### src/rtl/hazard_unit.sv
// Hazard controller for the five-stage MIPS pipeline: operand forwarding,
// load-use/branch/mult-div stall detection and a saturating stall counter.
module hazard_unit #(
  parameter int unsigned MD_LATENCY     = 32,
  parameter int unsigned STALLCNT_WIDTH = 16
) (
  input  logic                      clk,
  input  logic                      reset,
  input  logic [4:0]                rsD,
  input  logic [4:0]                rtD,
  input  logic [4:0]                rsE,
  input  logic [4:0]                rtE,
  input  logic [4:0]                writeregE,
  input  logic [4:0]                writeregM,
  input  logic [4:0]                writeregW,
  input  logic                      regwriteE,
  input  logic                      regwriteM,
  input  logic                      regwriteW,
  input  logic                      memtoregE,
  input  logic                      memtoregM,
  input  logic                      branchD,
  input  logic                      mdstartD,
  input  logic                      mdstartE,
  input  logic                      mfhiloD,
  output logic [1:0]                forwardAE,
  output logic [1:0]                forwardBE,
  output logic                      forwardAD,
  output logic                      forwardBD,
  output logic                      stallF,
  output logic                      stallD,
  output logic                      flushE,
  output logic                      mdbusy,
  output logic [STALLCNT_WIDTH-1:0] stallcnt
);

  localparam int unsigned CntW = $clog2(MD_LATENCY + 1);

  typedef enum logic [0:0] {StIdle, StBusy} md_state_e;

  md_state_e                 state_q, state_d;
  logic [CntW-1:0]           cnt_q, cnt_d;
  logic [STALLCNT_WIDTH-1:0] stallcnt_q, stallcnt_d;

  logic m_valid, w_valid, e_valid;
  logic lwstall, branchstall, mdstall, stall;

  // $0 is hardwired to zero, so a write to it is never a real producer.
  assign m_valid = regwriteM && (writeregM != 5'd0);
  assign w_valid = regwriteW && (writeregW != 5'd0);
  assign e_valid = regwriteE && (writeregE != 5'd0);

  always_comb begin
    forwardAE = 2'b00;
    forwardBE = 2'b00;
    if (m_valid && (writeregM == rsE))      forwardAE = 2'b10;
    else if (w_valid && (writeregW == rsE)) forwardAE = 2'b01;
    if (m_valid && (writeregM == rtE))      forwardBE = 2'b10;
    else if (w_valid && (writeregW == rtE)) forwardBE = 2'b01;
  end

  assign forwardAD = m_valid && (writeregM == rsD);
  assign forwardBD = m_valid && (writeregM == rtD);

  always_comb begin
    lwstall     = memtoregE && (rtE != 5'd0) && ((rtE == rsD) || (rtE == rtD));
    branchstall = branchD &&
                  ((e_valid && ((writeregE == rsD) || (writeregE == rtD))) ||
                   (memtoregM && (writeregM != 5'd0) &&
                    ((writeregM == rsD) || (writeregM == rtD))));
    mdstall     = (mdbusy || mdstartE) && (mfhiloD || mdstartD);
    stall       = lwstall || branchstall || mdstall;
  end

  assign stallF = stall;
  assign stallD = stall;
  assign flushE = stall;

  always_comb begin
    state_d = state_q;
    cnt_d   = cnt_q;
    unique case (state_q)
      StIdle: begin
        if (mdstartE) begin
          state_d = StBusy;
          cnt_d   = CntW'(MD_LATENCY - 1);
        end
      end
      StBusy: begin
        // A second issue while busy is ignored; legal flow stalls it in D.
        if (cnt_q == '0) state_d = StIdle;
        else             cnt_d   = cnt_q - CntW'(1);
      end
      default: state_d = StIdle;
    endcase
  end

  always_comb begin
    stallcnt_d = stallcnt_q;
    if (stall && !(&stallcnt_q)) stallcnt_d = stallcnt_q + STALLCNT_WIDTH'(1);
  end

  always_ff @(posedge clk or posedge reset) begin
    if (reset) begin
      state_q    <= StIdle;
      cnt_q      <= '0;
      stallcnt_q <= '0;
    end else begin
      state_q    <= state_d;
      cnt_q      <= cnt_d;
      stallcnt_q <= stallcnt_d;
    end
  end

  assign mdbusy   = (state_q == StBusy);
  assign stallcnt = stallcnt_q;

endmodule

### config.mk
export PLATFORM = sky130hd
export DESIGN_NAME = hazard_unit
export DESIGN_NICKNAME = d
export VERILOG_FILES = /design/src/rtl/hazard_unit.sv
export SDC_FILE = /design/constraint.sdc
export NUM_CORES = 1
export LEC_CHECK = 0
export CORE_UTILIZATION = 44
export CTS_BUF_LIST = sky130_fd_sc_hd__clkbuf_16
export DETAILED_ROUTE_END_ITERATION = 8
export PLACE_DENSITY = 0.8
export SLEW_MARGIN = 20
export SYNTH_ARGS = -nofsm -noshare
export SYNTH_HDL_FRONTEND = slang
export SYNTH_SLANG_ARGS = --single-unit
### constraint.sdc
create_clock -name clk -period 4.1 [get_ports clk]
set_input_delay 0.82 -clock clk [delete_from_list [all_inputs] [get_ports clk]]
set_output_delay 0.82 -clock clk [all_outputs]
set_load 0.005 [all_outputs]
==> results.md, run 1 <==
* Outcome: finished, final reports clean
* Final #Nets at 314
* Final Util at 64.9%
* Layout cell share with drive strength beyond 1 at 3.77%
* Setup TNS Final at 0 ns
* Diode count at 0
* Drt drc at 0
* # clock sinks at 23
* Die ar. at 4490 um^2
* Min cycle time layout at 3.82 ns
* Post-synth EDFFs at 0
* DIE HEIGHT at 67.0 um
* Adder-Cell Fraction of Synth Area at 1.34%
* TritonCTS clock tree: yes
* Area share of xor/xnor cells in the synthesized design at 31.1%
* CP Data Arrival Time at 3.00 ns
* Clock Latency Late Sink at 0.26 ns
* Dominant synthesized flop cell: dfrtp_1
* Largest family of logic cells by synthesized area: XOR/XNOR gates
* Worst hold stages at 1
* Hold Crit Class: flip-flop to flip-flop
* Grt met3 use at 4.28%
* Leak pwr at 1.00 nW
* Async SR Flop Fraction at 100%
* Pwr dens at 376 nW/um^2
* Final worst-path cycle share at 93.2%
* Area grow syn2layout at 40.5%
* FF+latch count, synth at 23
* R2R Path End: stallcnt[1]
* Core ar. at 4030 um^2
* GRT Resource Usage Total at 21.2%
* Port Buffers at 71
* Initial DRC Count at 83
* CTS Buf Count at 3
* CTS Buffer Depth at 2
* Routed WL at 4310 um
* Crit path launch type: input port
* Grt met1 use at 27.5%
* Synth Area in Compound Gates at 7.80%
* Post-Syn Instances at 206
* Avg Vias per Cell at 5.28
* Max Cap Viol at 0
* Global route hottest layer: met2
* Slew Viols, Final at 0
* Fmax at 262 MHz
* Wire per inst at 13.7 um
* Post-CTS setup buffer count at 0
* Post-synth top cells: xnor2_1 (45), dfrtp_1 (23), xor2_1 (21)
* Fillers at 344
* Measured slew at the worst slew-check pin at 0.899 ns
* Placed insts at 311
* Post-Synth Simple-Gate Area at 21.3%
* Reg2Reg Depth at 6
* Routed vias at 1662
* Total power at 0.983 mW
* Setup-failing EPs final at 0
* Initial antenna violation count at 0
* Worst Setup Path Type: input port to primary output
* ANT nets after route at 0
* First-pass detailed-route iteration total at 4
* Top cells by area, synth: dfrtp_1 (31%), xnor2_1 (21%), xor2_1 (9.9%), and3_1 (3.4%), nand3_1 (3.2%)
* Fin area at 2610 um^2
* R2r setup slk at 1.97 ns
* Syn_nets at 254
* Number of cell rows at 23
* WHS Endpoint: stallcnt[8]
* Die Wd at 67.0 um
* Most frequent cell after synthesis: xnor2_1
* Post-synthesis mux area share at 1.21%
* Worst Path Required at 3.28 ns
* Initial Util at 46.2%
* # IOs at 72
* Largest net degree at the start of global routing at 24
* Root Buffer Master: clkbuf_16
* Number of hold buffers added after cts at 0
* Mapped cell area at 1860 um^2
* GP Congestion at 0.852
* Min-delay src: stallcnt[8]
* Seq/Total Area, Yosys at 30.9%
* Grt ovf at 0
* FF-to-FF Start: stallcnt[0]
* Clk pin slew, worst setup/hold paths at 0.06 ns
* VDD IR max at 0.298 mV
* Routing usage on met2 at 35.9%
* H-Tree Depth at 1
* Synth Area per Inst at 9.03 um^2
* Placed instance area at 2530 um^2
* Relative slew slack at 40.0%
* Post-CTS Resized at 0
* Yosys top cell by area: dfrtp_1
* Share of the synthesized area in the top cell type at 30.9%
* YS warnings at 0
* Final HPWL DP at 3510 um
* Fin cells at 315
* Crit-path max FO at 5
* RSZ-0062 raised after global routing: false
* Worst setup EP type: primary output
* Synth cell types at 32
* Clock skew at 0.00268 ns
* Vias in the first global route at 1563
* Wire length of the first global-routing pass at 7160 um
* Fin. Hold Viols at 0
## layout make-up
class                   instances  area [um^2]  share of cell area, %
multi-input cells             162         1170                   44.6
repair buffers                 71          711                   27.2
flip-flops and latches         23          576                   22.0
clock buffers                   3         75.1                   2.87
well taps                      50         62.6                   2.39
inverters                       5         18.8                  0.718
clock inverters                 1         5.00                  0.191
## worst max-delay path by stage
| stage | from | endpoint | slack [ns] | cells after the start |
|---|---|---|---|---|
| after detailed placement | writeregE[0] | stallD | 0.26 | 6 |
| final | writeregE[0] | stallD | 0.28 | 6 |
| after floorplan | writeregE[0] | stallD | 1.21 | 5 |
| after global placement | writeregE[0] | stallF | 0.33 | 6 |
| after global routing | writeregE[0] | stallD | 0.17 | 6 |
| after CTS | writeregE[0] | stallD | 0.27 | 6 |
## cells in the final DEF, fill, tap and decap left out
cell,synthesis,final
clkdlybuf4s50_1,0,71
xnor2_1,45,45
dfrtp_1,23,23
xor2_1,21,21
nand2_1,15,15
nand3_1,12,12
and3_1,10,10
nor2_1,8,8
nand4_1,8,8
nor3_1,5,5
nor4_1,5,5
inv_1,5,5
nand2b_1,4,4
a21oi_1,4,4
o22ai_1,3,3
or4_1,3,3
o21ai_0,3,3
clkbuf_16,0,3
or3_1,2,2
nor3_2,2,2
a31oi_1,2,2
ha_1,2,2
o311a_1,1,1
a32oi_2,1,1
o2111ai_2,1,1
a31oi_4,1,1
mux2_1,1,1
o221ai_1,1,1
o211ai_1,1,1
mux2_2,1,1
clkinv_2,0,1
## power breakdown
| group | internal, mW | switching, mW |
|---|---|---|
| Combinational | 0.231 | 0.163 |
| Sequential | 0.296 | 0.0801 |
| Clock | 0.131 | 0.0807 |
| Total | 0.659 | 0.324 |
## routing by layer
metal | share of wire, % | wire, um
met1 | 47 | 2050
met2 | 48 | 2060
met3 | 4.1 | 175
met4 | 0.79 | 34
met5 | 0 | 0
## state kept, by name, summed over array words and instances, names as in the netlist
signal / cells
stallcnt: 16
cnt_q: 6
mdbusy: 1
## stage by stage
stage                     hold slack [ns]  worst slack, ns
final                               0.496            0.280
after global placement              0.482            0.326
after floorplan                     0.482             1.21
after detailed placement            0.487            0.262
after CTS                           0.500            0.274
after global routing                0.516            0.166
## cells by family after synthesis
kind of cell             Yosys count
buffers and inverters             21
XOR/XNOR                          66
adder cells (fa/ha/maj)            2
multiplexers                       2
AND/OR/NAND/NOR                   74
AO/OA/AOI/OAI                     18
flip-flops                        23
## critical path: stages
cell and delay [ns]:
clkdlybuf4s50_1 0.47, or3_1 0.39, o311a_1 0.31, a32oi_2 0.26
nand3_1 0.24, clkdlybuf4s50_1 0.51
(Power assumes the default switching activity.)
==> inputs of run 2 (changes only) <==
--- a/config.mk
+++ b/config.mk
@@ -10,2 +10,3 @@
 export DETAILED_ROUTE_END_ITERATION = 8
+export HOLD_SLACK_MARGIN = 0.08
 export PLACE_DENSITY = 0.8
==> constraint.sdc (replaced) <==
create_clock -name clk -period 4.1 [get_ports clk]
set_input_delay 0.41 -clock clk [delete_from_list [all_inputs] [get_ports clk]]
set_output_delay 0.41 -clock clk [all_outputs]
set_load 0.005 [all_outputs]
==> run 2 against run 1 <==
Against the previous run:
- clock power about the same
- utilization is the same
- via count shrank 1.4%
==> results.md, run 2 (synthesis gave the netlist of run 1 again) <==
* Outcome: finished, final reports clean
* Drt drc at 0 (unchanged)
* Relative slew slack at 40.9% (+0.86 points)
* Area grow syn2layout at 40.5% (unchanged)
* Reg2Reg Depth at 6 (unchanged)
* Worst setup EP type: primary output
* Cell depth of the worst setup path at 6 (unchanged)
* Clk pin slew, worst setup/hold paths at 0.06 ns (about the same)
* Flop pwr share at 38.2% (about the same)
* First-pass detailed-route iteration total at 4 (unchanged)
* Max Cap Viol at 0 (unchanged)
* Number of hold buffers added after cts at 0 (unchanged)
* Min-delay src: stallcnt[8]
* Avg Vias per Cell at 5.20 (-1.4%)
* Hold Crit Class: flip-flop to flip-flop
* Slowest cell on the critical path: clkdlybuf4s50_1
* Leak pwr at 1.00 nW (unchanged)
* Critical path destination: stallD
* Wire per inst at 13.8 um (+0.44%)
* Place WS at 1.10 ns (+0.838 ns)
* Die Wd at 67.0 um (unchanged)
* Highest-count cells in the layout ignoring fill and taps: clkdlybuf4s50_1 (71), xnor2_1 (45), dfrtp_1 (23)
* GP Congestion at 0.852 (unchanged)
* Max reg flops at 16 (unchanged)
* Final #Nets at 314 (unchanged)
* Layout cell share with drive strength beyond 1 at 3.77% (unchanged)
* Setup-failing EPs final at 0 (unchanged)
* Clock group share of total power at 21.8% (+0.2 points)
* Combinational power share at 40.0% (about the same)
* Wire length of the first global-routing pass at 7280 um (+1.7%)
* RSZ-0062 raised after global routing: false
* ANT nets after route at 0 (unchanged)
* Final HPWL DP at 3520 um (+0.24%)
* Fmax at 333 MHz (+27%)
* Top delay family on crit path: buffers and inverters
* Initial Util at 46.2% (unchanged)
* Routed vias at 1638 (-1.4%)
* FF-to-FF Start: stallcnt[0]
* Min cycle time layout at 3.00 ns (-0.820 ns)
* # IOs at 72 (unchanged)
* Grt ovf at 0 (unchanged)
* Initial DRC Count at 75 (-9.6%)
* Setup TNS Final at 0 ns (unchanged)
* Most Frequent Cell on Critical Path: clkdlybuf4s50_1
* Port Buffers at 71 (unchanged)
* Diode count at 0 (unchanged)
* # clock sinks at 23 (unchanged)
* Routed WL at 4330 um (+0.44%)
* Worst Path Required at 3.69 ns (+0.41 ns)
* CP Data Arrival Time at 2.59 ns (-0.41 ns)
* Post-CTS setup buffer count at 0 (unchanged)
* CP bufs+invs at 2 (unchanged)
* Root Buffer Master: clkbuf_16
* Fillers at 337 (-2.0%)
* GRT Resource Usage Total at 21.6% (+0.47 points)
* Fin. Hold Viols at 0 (unchanged)
* Worst Setup Path Type: input port to primary output
* Die ar. at 4490 um^2 (unchanged)
* Crit-path max FO at 5 (unchanged)
* Switching share of power at 32.9% (-0.048 points)
* Pwr dens at 375 nW/um^2 (-0.17%)
* R2r setup slk at 1.98 ns (about the same)
* TritonCTS clock tree: yes
* Vias in the first global route at 1573 (+0.64%)
* Initial antenna violation count at 0 (unchanged)
* Clock skew at 0.00432 ns (+0.00164 ns)
* Final Util at 64.9% (unchanged)
* Pint at 0.658 mW (-0.10%)
* Final worst-path cycle share at 73.2% (-20 points)
* Clock Latency Late Sink at 0.26 ns (about the same)
* H-Tree Depth at 1 (unchanged)
* Max incr delay on CP at 0.51 ns (about the same)
* Slew Viols, Final at 0 (unchanged)
* DIE HEIGHT at 67.0 um (unchanged)
* CTS Buf Count at 3 (unchanged)
* Largest net degree at the start of global routing at 24 (unchanged)
* Placed insts at 311 (unchanged)
* Number of cell rows at 23 (unchanged)
* Post-CTS Resized at 0 (unchanged)
* Core ar. at 4030 um^2 (unchanged)
* Critical Path, Cell by Cell: clkdlybuf4s50_1, or3_1, o311a_1, a32oi_2, nand3_1, clkdlybuf4s50_1
* NetSw at 0.322 mW (-0.32%)
* VDD IR max at 0.294 mV (-1.4%)
* R2R Path End: stallcnt[1]
* CP startpoint: writeregE[0]
* Commonest non-fill, non-tap cell in the layout: clkdlybuf4s50_1
* Fin cells at 315 (unchanged)
* Crit path launch type: input port
* CTS Buffer Depth at 2 (unchanged)
* Final setup margin at 1.10 ns (+0.819 ns)
* Measured slew at the worst slew-check pin at 0.886 ns (-0.0129 ns)
==> run 2: cell counts in the layout (fill, tap and decap cells not counted) <==
Identical to the previous run, type by type.
==> run 2: per-stage QoR <==
stage / power [mW] / instance area, um^2 / hold WS [ns]
2_1_floorplan: 0.601 / 1860 / 0.412
3_3_place_gp: 0.756 / 2530 / 0.482
3_5_place_dp: 0.773 / 2530 / 0.490
4_1_cts: 0.988 / 2610 / 0.499
5_1_grt: 1.05 / 2610 / 0.517
6_report: 0.981 / 2610 / 0.496
==> run 2: cell type report <==
| class | count | area, um^2 | share of cell area, % |
|---|---|---|---|
| clock inverters | 1 | 5.00 | 0.191 |
| well taps | 50 | 62.6 | 2.39 |
| flip-flops and latches | 23 | 576 | 22.0 |
| inverters | 5 | 18.8 | 0.718 |
| repair buffers | 71 | 711 | 27.2 |
| multi-input cells | 162 | 1170 | 44.6 |
| clock buffers | 3 | 75.1 | 2.87 |
==> run 2: worst min path at each step <==
stage	end	slack (ns)	cells past startpoint
4_1_cts	stallcnt[8]	0.50	1
3_3_place_gp	stallcnt[8]	0.48	1
2_1_floorplan	cnt_q[0]	0.41	1
3_5_place_dp	stallcnt[8]	0.49	1
6_report	stallcnt[8]	0.50	1
5_1_grt	stallcnt[8]	0.52	1
==> run 2: power groups by stage <==
stage	clock network (mW)	registers, mW	logic [mW]
after global routing	0.227	0.388	0.438
after floorplan	0	0.357	0.244
after global placement	0	0.378	0.378
final	0.214	0.375	0.392
after detailed placement	0	0.378	0.395
after CTS	0.218	0.375	0.395
==> run 2: layer usage <==
metal  part of all wire, %  GRT usage, %  routed length, um  up-vias
met5                     0             0                  0        -
met3                   4.2          4.62                180        6
li1                      -             -                  -      826
met1                    47          28.0               2020      765
met2                    48          36.1               2070       41
met4                   1.4          5.05                 59        0
==> inputs of run 3 (changes only) <==
CORE_UTILIZATION = 40   (was 44)
PLACE_DENSITY = 0.77   (was 0.8)
clock period = 2.6 ns   (was 4.1 ns; I/O delays follow)
==> run 3 against run 2 <==
Against the previous run:
- first-iteration DRC count rose by 33%
- clock power rose by 55%
- cell count rose by 6.3%
- die area rose by 9.7%
- routed wire length rose by 3.8%
- largest cell class unchanged
- largest power group unchanged
==> results.md, run 3 (synthesis gave the netlist of run 1 again) <==
* Outcome: finished, final reports clean
* ANT nets after route at 0 (unchanged)
* Vias in the first global route at 1728 (+9.9%)
* Diode count at 0 (unchanged)
* Final HPWL DP at 3700 um (+5.2%)
* Flop pwr share at 37.7% (-0.5 points)
* Pint at 1.07 mW (+62%)
* Slew Viols, Final at 0 (unchanged)
* Measured slew at the worst slew-check pin at 0.866 ns (-0.0198 ns)
* NetSw at 0.510 mW (+58%)
* Initial antenna violation count at 0 (unchanged)
* Post-CTS setup buffer count at 0 (unchanged)
* Combinational power share at 41.2% (+1.2 points)
* TritonCTS clock tree: yes
* Area grow syn2layout at 49.2%
* Reg2Reg Depth at 7 (+1)
* Highest-count cells in the layout ignoring fill and taps: clkdlybuf4s50_1 (71), xnor2_1 (45), dfrtp_1 (23)
* Grt ovf at 0 (unchanged)
* Number of cell rows at 24 (+4.3%)
* Worst Path Required at 2.34 ns (-1.35 ns)
* Fmax at 389 MHz
* Hold Crit Class: input port to async pin
* Root Buffer Master: clkbuf_16
* CP Data Arrival Time at 2.31 ns (-0.28 ns)
* Switching share of power at 32.4% (-0.52 points)
* Clock group share of total power at 21.1% (-0.7 points)
* Die ar. at 4930 um^2 (+9.7%)
* Routed WL at 4500 um (+3.8%)
* # IOs at 72 (unchanged)
* First-pass detailed-route iteration total at 4 (unchanged)
* Min cycle time layout at 2.57 ns
* Setup TNS Final at 0 ns (unchanged)
* Crit-path max FO at 4 (-1)
* VDD IR max at 0.322 mV (+9.7%)
* RSZ-0062 raised after global routing: true
* CTS Buf Count at 3 (unchanged)
* Leak pwr at 1.10 nW (+9.3%)
* H-Tree Depth at 1 (unchanged)
* Clk pin slew, worst setup/hold paths at 0.06 ns (about the same)
* Crit path launch type: input port
* Largest net degree at the start of global routing at 24 (unchanged)
* Fillers at 377 (+12%)
* Setup-failing EPs final at 0 (unchanged)
* Die Wd at 70.2 um (+4.7%)
* Initial Util at 42.1% (-4.0 points)
* Port Buffers at 71 (unchanged)
* Initial DRC Count at 100 (+33%)
* Relative slew slack at 42.2% (+1.3 points)
* Routed vias at 1717 (+4.8%)
* Avg Vias per Cell at 5.13 (-1.4%)
* # clock sinks at 23 (unchanged)
* Area of the multi-input gates at 1180 um^2 (+0.97%)
* Number of hold buffers added after cts at 0 (unchanged)
* Wire length of the first global-routing pass at 7870 um (+8.1%)
* Max Cap Viol at 0 (unchanged)
* GRT Resource Usage Total at 19.7% (-1.9 points)
* Worst setup EP type: primary output
* Final Util at 62.9% (-2.0 points)
* CTS Buffer Depth at 2 (unchanged)
* Core ar. at 4410 um^2 (+9.6%)
* Layout cell share with drive strength beyond 1 at 10.6% (+6.8 points)
* Fin. Hold Viols at 0 (unchanged)
* Final worst-path cycle share at 98.8%
* Commonest non-fill, non-tap cell in the layout: clkdlybuf4s50_1
* DIE HEIGHT at 70.2 um (+4.7%)
* Wire per inst at 13.4 um (-2.4%)
* Worst Setup Path Type: input port to primary output
* Clock skew at 0.00347 ns (-0.000850 ns)
* Max reg flops at 16 (unchanged)
* Post-CTS Resized at 0 (unchanged)
* Sequential Area at 576 um^2 (unchanged)
* Final #Nets at 332 (+5.7%)
* Fin Hold WS at 0.484 ns (-0.0112 ns)
* Clock Latency Late Sink at 0.25 ns (about the same)
* Total power at 1.58 mW (+61%)
* Drt drc at 0 (unchanged)
* Pwr dens at 568 nW/um^2 (+51%)
* GP Congestion at 0.818 (-4.0%)
==> run 3: changes by cell type in the layout (fill, tap and decap cells not counted) <==
cell     previous run  this run
buf_4               0        17
nand3_1            12        11
nand3_2             0         1
nor4_1              5         4
nor4_2              0         1
buf_12              0         1
==> run 3: cell type report <==
cell class | instances | area share [%]
Clock buffer | 3 | 2.71
Tap cell | 52 | 2.34
Sequential cell | 23 | 20.7
Multi-Input combinational cell | 162 | 42.4
Clock inverter | 1 | 0.180
Inverter | 5 | 0.676
Timing Repair Buffer | 89 | 30.9
==> run 3: through the flow <==
step	std cells	cell area, um^2	setup WS [ns]
final	335	2780	0.0314
after global routing	335	2780	-0.0852
after CTS	335	2760	0.0115
after detailed placement	331	2680	0.0186
after global placement	331	2680	0.0543
after floorplan	206	1860	0.688
==> run 3: worst max-delay path, stage by stage <==
cell	delay [ns]
clkdlybuf4s50_1	0.54
buf_4	0.16
nor2_1	0.04
nand2_1	0.12
nand2_1	0.09
nor4_1	0.49
clkdlybuf4s50_1	0.61
==> run 3: power by group through the flow <==
stage,Combinational [mW],Sequential [mW],Clock (mW)
floorplan,0.384,0.563,0
global placement,0.629,0.596,0
detailed placement,0.652,0.599,0
CTS,0.654,0.595,0.340
global route,0.724,0.621,0.361
finish,0.649,0.595,0.332
==> run 3: per-layer routing <==
metal,up-vias,part of all wire (%),GRT usage [%]
met2,42,50,33.9
met5,-,0,0
met4,0,0.16,3.33
met3,2,4.2,3.61
li1,861,-,-
met1,812,45,26.0
==> run 3: final timing paths <==
path                              start            to  slack [ns]
min                               reset   stallcnt[7]        0.48
max                        writeregM[4]  forwardAE[1]        0.03
max reg2reg                 stallcnt[0]   stallcnt[1]        0.58
min in group clk            stallcnt[8]   stallcnt[8]        0.50
min reg2reg                 stallcnt[8]   stallcnt[8]        0.50
max in group asynchronous         reset  stallcnt[15]        1.58
